### src/rtl/incline_pkg.sv
// incline_pkg: shared types and constants for the incline conditioner.
//   state_t     - conditioner state (FILL, RUN, FLUSH)
//   INC_SAT_MAX - upper saturation bound for a conditioned sample
//   INC_SAT_MIN - lower saturation bound for a conditioned sample
//   INC_OUT_W   - width of a conditioned (saturated / averaged) sample
package incline_pkg;

  typedef enum logic [1:0] {
    FILL  = 2'd0,
    RUN   = 2'd1,
    FLUSH = 2'd2
  } state_t;

  localparam int INC_SAT_MAX = 511;
  localparam int INC_SAT_MIN = -512;
  localparam int INC_OUT_W   = 10;

endpackage

### src/rtl/incline_sat.sv
// incline_sat: combinational 13-bit to 10-bit signed saturator.
// Ports:
//   incline (in, 13, signed)  raw incline sample
//   sample  (out, 10, signed) sample clipped to [INC_SAT_MIN, INC_SAT_MAX]
//   sat     (out, 1)          high when the sample had to be clipped
module incline_sat
  import incline_pkg::*;
(
  input  logic signed [12:0]          incline,
  output logic signed [INC_OUT_W-1:0] sample,
  output logic                        sat
);

  // In-range values fit in 10 bits unchanged, so the low bits are the sample.
  always_comb begin
    sample = incline[INC_OUT_W-1:0];
    sat    = 1'b0;
    if (int'(incline) > INC_SAT_MAX) begin
      sample = INC_OUT_W'(INC_SAT_MAX);
      sat    = 1'b1;
    end else if (int'(incline) < INC_SAT_MIN) begin
      sample = INC_OUT_W'(INC_SAT_MIN);
      sat    = 1'b1;
    end
  end

endmodule

### src/rtl/incline_cond.sv
// incline_cond: conditions the inertial interface's incline output for the
// assist/torque-target logic. Each accepted sample is saturated to 10 bits,
// pushed into a 2^AVG_LOG2-deep circular buffer, and the boxcar average of
// the buffer is published one cycle later. A dropout timer flushes the
// window when no sample arrives for 2^TIMEOUT_W-1 cycles.
// Optional feature: define INCLINE_DEADBAND_EN to force averages whose
// magnitude is below DEADBAND to zero (sum and buffer are unaffected).
// Ports:
//   clk         (in, 1)            clock
//   rst_n       (in, 1)            asynchronous active-low reset
//   vld         (in, 1)            one-cycle strobe, new incline sample
//   incline     (in, 13, signed)   raw incline sample
//   incline_avg (out, 10, signed)  averaged incline, held between updates
//   avg_vld     (out, 1)           one-cycle strobe, incline_avg updated
//   sat         (out, 1)           sample behind this avg_vld was clipped
//   primed      (out, 1)           window fully filled since reset/flush
//   stale       (out, 1)           dropout occurred, no sample since
module incline_cond
  import incline_pkg::*;
#(
  parameter int AVG_LOG2  = 3,
  parameter int TIMEOUT_W = 20,
  parameter int DEADBAND  = 8
) (
  input  logic                        clk,
  input  logic                        rst_n,
  input  logic                        vld,
  input  logic signed [12:0]          incline,
  output logic signed [INC_OUT_W-1:0] incline_avg,
  output logic                        avg_vld,
  output logic                        sat,
  output logic                        primed,
  output logic                        stale
);

  localparam int DEPTH = 1 << AVG_LOG2;
  localparam int SUM_W = INC_OUT_W + AVG_LOG2;

  state_t                      state_q, state_d;
  logic signed [INC_OUT_W-1:0] ring_q [DEPTH];
  logic signed [INC_OUT_W-1:0] ring_d [DEPTH];
  logic signed [SUM_W-1:0]     sum_q, sum_d;
  logic [AVG_LOG2-1:0]         wptr_q, wptr_d;
  logic [AVG_LOG2-1:0]         fill_q, fill_d;
  logic [TIMEOUT_W-1:0]        tmo_q, tmo_d;
  logic                        stale_q, stale_d;
  logic                        primed_q, primed_d;
  logic                        avg_vld_q, avg_vld_d;
  logic                        sat_q, sat_d;
  logic signed [INC_OUT_W-1:0] avg_q, avg_d;

  logic signed [INC_OUT_W-1:0] s_sample;
  logic                        s_sat;

  incline_sat u_sat (
    .incline (incline),
    .sample  (s_sample),
    .sat     (s_sat)
  );

  // Next-state logic. In FLUSH the write pointer doubles as the clear index:
  // it starts at 0 on entry and wraps back to 0 after the last entry, so the
  // window restarts cleanly at slot 0.
  always_comb begin
    state_d   = state_q;
    ring_d    = ring_q;
    sum_d     = sum_q;
    wptr_d    = wptr_q;
    fill_d    = fill_q;
    tmo_d     = tmo_q;
    stale_d   = stale_q;
    primed_d  = primed_q;
    avg_vld_d = 1'b0;
    sat_d     = sat_q;
    avg_d     = avg_q;

    case (state_q)
      FILL, RUN: begin
        if (vld) begin
          // Replace the oldest entry; the sum tracks the window incrementally.
          sum_d          = sum_q + SUM_W'(s_sample) - SUM_W'(ring_q[wptr_q]);
          ring_d[wptr_q] = s_sample;
          wptr_d         = wptr_q + 1'b1;
          tmo_d          = '0;
          stale_d        = 1'b0;
          avg_vld_d      = 1'b1;
          sat_d          = s_sat;
          avg_d          = INC_OUT_W'(sum_d >>> AVG_LOG2);
`ifdef INCLINE_DEADBAND_EN
          if ((int'(avg_d) < DEADBAND) && (int'(avg_d) > -DEADBAND)) begin
            avg_d = '0;
          end
`endif
          if (state_q == FILL) begin
            fill_d = fill_q + 1'b1;
            if (fill_q == '1) begin
              state_d  = RUN;
              primed_d = 1'b1;
            end
          end
        end else if (stale_q) begin
          // Already reported a dropout; hold the timer so we flush only once.
          tmo_d = '0;
        end else if (tmo_q == '1) begin
          state_d = FLUSH;
          sum_d   = '0;
          wptr_d  = '0;
          fill_d  = '0;
          tmo_d   = '0;
        end else begin
          tmo_d = tmo_q + 1'b1;
        end
      end

      FLUSH: begin
        ring_d[wptr_q] = '0;
        wptr_d         = wptr_q + 1'b1;
        tmo_d          = '0;
        if (wptr_q == '1) begin
          state_d  = FILL;
          stale_d  = 1'b1;
          primed_d = 1'b0;
        end
      end

      default: begin
        state_d = FILL;
      end
    endcase
  end

  // State and storage registers.
  always_ff @(posedge clk or negedge rst_n) begin
    if (!rst_n) begin
      state_q   <= FILL;
      for (int i = 0; i < DEPTH; i++) begin
        ring_q[i] <= '0;
      end
      sum_q     <= '0;
      wptr_q    <= '0;
      fill_q    <= '0;
      tmo_q     <= '0;
      stale_q   <= 1'b0;
      primed_q  <= 1'b0;
      avg_vld_q <= 1'b0;
      sat_q     <= 1'b0;
      avg_q     <= '0;
    end else begin
      state_q   <= state_d;
      for (int i = 0; i < DEPTH; i++) begin
        ring_q[i] <= ring_d[i];
      end
      sum_q     <= sum_d;
      wptr_q    <= wptr_d;
      fill_q    <= fill_d;
      tmo_q     <= tmo_d;
      stale_q   <= stale_d;
      primed_q  <= primed_d;
      avg_vld_q <= avg_vld_d;
      sat_q     <= sat_d;
      avg_q     <= avg_d;
    end
  end

  assign incline_avg = avg_q;
  assign avg_vld     = avg_vld_q;
  assign sat         = sat_q;
  assign primed      = primed_q;
  assign stale       = stale_q;

endmodule

### config.mk
export PLATFORM = sky130hd
export DESIGN_NAME = incline_cond
export DESIGN_NICKNAME = d
export VERILOG_FILES = /design/src/rtl/incline_pkg.sv /design/src/rtl/incline_sat.sv /design/src/rtl/incline_cond.sv
export SDC_FILE = /design/constraint.sdc
export NUM_CORES = 1
export LEC_CHECK = 0
export CAP_MARGIN = 10
export CELL_PAD_IN_SITES_DETAIL_PLACEMENT = 0
export CELL_PAD_IN_SITES_GLOBAL_PLACEMENT = 1
export CORE_ASPECT_RATIO = 1.75
export CORE_MARGIN = 3
export CORE_UTILIZATION = 53
export CTS_BUF_LIST = sky130_fd_sc_hd__clkbuf_4
export CTS_CLUSTER_SIZE = 24
export DETAILED_ROUTE_END_ITERATION = 10
export PLACE_DENSITY = 0.89
export SKIP_LAST_GASP = 1
export SYNTH_ARGS = -nofsm -noshare
export SYNTH_HDL_FRONTEND = slang
export SYNTH_SLANG_ARGS = --single-unit
export TNS_END_PERCENT = 100
### constraint.sdc
create_clock -name clk -period 5.6 [get_ports clk]
set_input_delay 1.12 -clock clk [delete_from_list [all_inputs] [get_ports clk]]
set_output_delay 1.12 -clock clk [all_outputs]
set_load 0.02 [all_outputs]
Word-level counts from Yosys, hierarchy flattened --
Index checks and enable logic that the tools add are counted. Widths: inputs -> output; s select.
Storage, ports and cells: bits in registers 135, input bits 16, output and inout bits 14, word-level logic and storage cells 100
Cells by class: add/sub/neg operators 5, order comparisons 4, eq/ne operators 15, muxes and demuxes 42, bitwise operators 3, reductions and logical operators 13
Operators by type and width (count):
- $pmux 80 s2 | 1
- $and 80x80->80 | 1
- $bwmux 80 | 1
- $mux 80 | 1
- $not 80->80 | 1
- $mux 20 | 3
- $mux 10 | 5
- $pmux 20 s2 | 1
- $mux 13 | 3
- $bmux 10 s3 | 1
- $demux 10 s3 | 1
- $add 20x1->20 const B | 1
- $eq 20x20->1 const B | 1
- $mux 3 | 5
- $add 13x10->13 | 1
- $gt 13x10->1 const B | 1
- $lt 13x10->1 const B | 1
- $sub 13x10->13 | 1
- $mux 2 | 6
- $ne 3x3->1 const B | 4
- $mux 1 | 10
- $ne 2x2->1 const B | 5
- $reduce_and 5->1 | 2
- $reduce_and 3->1 | 3
- 17 further kinds | 22

Logic depth before layout (Yosys ltp) --
depth after elaboration 8, gate-level depth with buffers 18, gate-level depth less buffers 15

Modules after synthesis --
A second synthesis with hierarchy kept.
Second synthesis, totals: cell total of the unflattened synthesis 717, area total of the unflattened synthesis 7235.7 um2
By module, submodules not included:
- incline_cond | times used 1, cells an instance 680, area an instance 6989.2 um2
- incline_sat | times used 1, cells an instance 37, area an instance 246.5 um2

Least setup slack after synthesis --
No wires, ideal clock.
kind input-to-reg, from input port incline[11], to register avg_q[7] (netlist: incline_avg[7]), library setup time 0.134 ns, arrival 3.678 ns, data required time 5.466 ns, path slack 1.788 ns, stages 12, buffers on the path 0, cell sequence nor3_1 -> nor2_1 -> o21ai_0 -> fa_1 -> inv_1 -> fa_1 -> a211oi_1 -> o21ai_0 -> a211oi_1 -> o31ai_1 -> xnor2_1 -> o21ai_0
Between the ends: word-level cells in the longest chain between the ends 5
Ends and longest elaborated chain:
- start, declared | line incline_cond.sv:28 | input logic signed [12:0] incline,
- $lt 13x10->1 | line incline_sat.sv:21 | end else if (int'(incline) < INC_SAT_MIN) begin
- $mux 10 | line incline_sat.sv:21
- $mux 10 (*) | line incline_sat.sv:18 | if (int'(incline) > INC_SAT_MAX) begin
- $add 13x10->13 (*) | line incline_cond.sv:81 | sum_d = sum_q + SUM_W'(s_sample) - SUM_W'(ring_q[wptr_q]);
- $sub 13x10->13 (*) | line incline_cond.sv:81
- end signal, assigned | line incline_cond.sv:161 | avg_q <= avg_d;
- end, declared | line incline_cond.sv:50 | logic signed [INC_OUT_W-1:0] avg_q, avg_d;
Every way passes the cells marked *; elsewhere a longest branch is shown, timed or not. A chain may end at the register's enable or synchronous reset.

Worst setup path after layout --
from register wptr_q[0], to register sum_q[10]
Between the ends: word-level cells in the longest chain between the ends 6
Ends and longest elaborated chain:
- start, declared | line incline_cond.sv:43 | logic [AVG_LOG2-1:0] wptr_q, wptr_d;
- start signal, assigned | line incline_cond.sv:154 | wptr_q <= wptr_d;
- $not 3->4 (implied by the code) | line incline_cond.sv:81
- $bmux 10 s3 | line incline_cond.sv:81
- $mux 10 (implied by the code) (2 in a row) | line incline_cond.sv:81
- $sub 13x10->13 | line incline_cond.sv:81
- $mux 13 | line incline_cond.sv:79 | if (vld) begin
- end signal, assigned | line incline_cond.sv:153 | sum_q <= sum_d;
- end, declared | line incline_cond.sv:42 | logic signed [SUM_W-1:0] sum_q, sum_d;
No other way between the ends. The select of a mux whose other input is x is not followed.

==> metrics.txt <==
Seq/Total Area, Yosys about 48%; max_slew headroom just under 40%; Fin Clk Skew about 16 ps; r2r setup slk approximately 1300 ps; Detail Route Antenna Nets 0; critical path class flip-flop to flip-flop; PostCTS Resize Cnt 0; DRT Pass-1 Iters 5; vias in the first global route between 5000 and 6000; Post-synth EDFFs 0; Synth area leaders dfrtp_1 (48%), o21ai_0 (9.3%), nand2_1 (8.2%); global route overflow 0; WL per Instance between 15 and 20 um; Max Fanout on Critical Path 21; finished layout cell area about 0.0077 sq mm; Lkg Pwr roughly 3.5 nW; gp weighted congestion about 0.92; Max rail drop VDD roughly 0.3 mV; Avg Cell Area, Syn around 9.6 sq um; Setup crit start kind flip-flop; Initial Util 54.2%; first-pass GRT wire length ~29000 um; RSZ-0062 raised after global routing false; pin count of the biggest net entering global routing 89; Peak Freq 0.232 GHz; power per cell area 635 mW/mm^2; Clk pwr share between 10% and 20%; dominant synthesized flop cell dfrtp_1; Post-Place Cells between 900 and 1000; Slew @ Worst Pin 905 ps; power share of the combinational group a little over half; clock buffer depth 2; max-cap violations 0; Hold WC Path Type flip-flop to flip-flop; crit path to sum_q[10]; post-detail-place hpwl 12100 um; Hold Fails Final Rpt 0; clk sinks ~140; Num CTS Buffers 17; #FFs+latches synth 135; die height approximately 160 um; GRT Util Overall 25.5%; layout cells sized above 1 under 10%; chip width between 90 and 100 um; initial antenna violation count 1; Net Switching slightly above 2 mW; std cell rows 55; final cell count without fillers ~940; vias per cell 5.98; I/O Pins 30; worst setup path start wptr_q[0]; FFs w/ async S/R, synth 100%; Iteration-0 DRC Markers between 300 and 400; number of setup buffers added after CTS 0; P_int around 2.9 mW; YS warnings 0; syn_nets 780; Sw Ratio between 40% and 50%; Mapped Cells 734; IO Port Bufs 29; crit share post-route 76.8%; endpoints failing setup 0; Yosys top cell area share roughly half; area post-placement ~0.0074 sq mm; top-count cell post-synth nand2_1; Reg power frac 32.4%; Fin Setup TNS 0 ps; Synth-to-Final Area Change 10.2%; Critical R2R Launch wptr_q[0]; arrival time of the worst setup path ~4700 ps; die area around 0.015 sq mm; Skew-Pair Late Insertion Delay ~540 ps; H-tree depth 4; max-slew violations 0; Core Area around 0.013 sq mm; Worst Reg2Reg Path Length in Cells 13; Synth area leader dfrtp_1; Root Buffer clkbuf_4; library cells used by synthesis 55; Tmin final roughly 4300 ps; worst flop-to-flop path endpoint sum_q[10]; Post-synth top cells nand2_1 (153), dfrtp_1 (135), o21ai_0 (130), inv_1 (38), nor2_1 (24); Hold-fix buffers, CTS 0; via count 5625; worst path required time 5990 ps; CTS tree built; DR DRC count 0; nets between 800 and 900; post-synth design cell area roughly 0.0070 sq mm; status finished clean; total wire length ~17000 um; Clock Pin Slew Worst Setup and Hold Paths around 120 ps; crit end category flip-flop; Total Power 4.91 mW
cells by family (layout without fill, tap and decap cells):
group	after synthesis	after routing	synth area share, %
and+or+nand+nor	246	246	15.7
adders and majority gates	30	30	6.63
xor gates and xnor gates	13	13	1.73
DFF	135	135	48.1
muxes	28	28	5.85
AOI/OAI and AO/OA	213	213	17.8
buffers and inverters	69	104	4.14
other	0	1	0
layout by cell type (no fill, tap or decap), types with 7 or more instances in the layout:
cell type and n:
mux4_2 9, mux2i_1 8, nor3_1 7, clkbuf_4 18, nand2b_1 11, xnor2_1 10, nor2b_1 7, a31oi_1 11
ha_1 18, o31ai_1 14, mux2_2 10, fa_1 12, nor2_1 24, o21ai_0 130, a22o_1 17, a21oi_1 15
nand2_1 153, clkdlybuf4s50_1 28, nand3_1 18, inv_1 38, dfrtp_1 135
worst max-delay path, cell delays in order, from the launching register on:
cell	delay [ps]
dfrtp_1	880
buf_4	300
nor2b_1	450
a221oi_1	170
o21ai_0	360
fa_1	490
inv_1	70
ha_1	270
a211oi_1	270
o21ai_0	170
a211oi_1	320
o31ai_1	150
xnor2_1	170
o21ai_0	100
layer usage:
layer	global-route usage, %	up-vias	part of all wire, %
li1	-	2614	-
met2	45.2	182	52
met5	0	-	0
met1	28.8	2772	38
met4	13.9	0	4.9
met3	4.66	57	4.7
state kept, by name, summed over array words and instances (netlist names):
name	flops
sum_q	13
incline_avg	10
fill_q	3
state_q	2
tmo_q	20
sat	1
ring_q	80
primed	1
stale	1
wptr_q	3
avg_vld	1
power groups by stage:
stage	Sequential (mW)	Clock, mW	Combinational [mW]
3_3_place_gp	1.59	0	2.52
2_1_floorplan	1.56	0	2.01
4_1_cts	1.59	0.737	2.61
5_1_grt	1.64	0.778	2.94
3_5_place_dp	1.61	0	2.59
6_report	1.59	0.719	2.60
stage by stage:
stage	utilization (%)	setup slack, ps	hold slack [ps]
after CTS	59.7	1340	493
after detailed placement	57.3	889	463
final	59.8	1300	488
after global placement	57.3	967	457
after floorplan	-	1790	442
after global routing	59.8	969	512
cell type report:
cell class / count / area [sq um]
multi-input cells: 530 / 3350
clock inverters: 14 / 183
diodes: 1 / 2.50
flip-flops and latches: 135 / 3380
inverters: 38 / 143
repair buffers: 34 / 329
clock buffers: 18 / 135
fillers: 1188 / 5200
well taps: 171 / 214
worst min-delay path by stage:
stage	startpoint	end	slack (ps)	depth (start not counted)
6_report	ring_q[73]	ring_q[73]	490	2
5_1_grt	incline_avg[1]	incline_avg[1]	510	1
4_1_cts	ring_q[26]	ring_q[26]	490	2
3_5_place_dp	sum_q[3]	sum_q[3]	460	2
3_3_place_gp	incline_avg[3]	incline_avg[3]	460	2
2_1_floorplan	ring_q[73]	ring_q[73]	440	2
(Power assumes the default switching activity.)
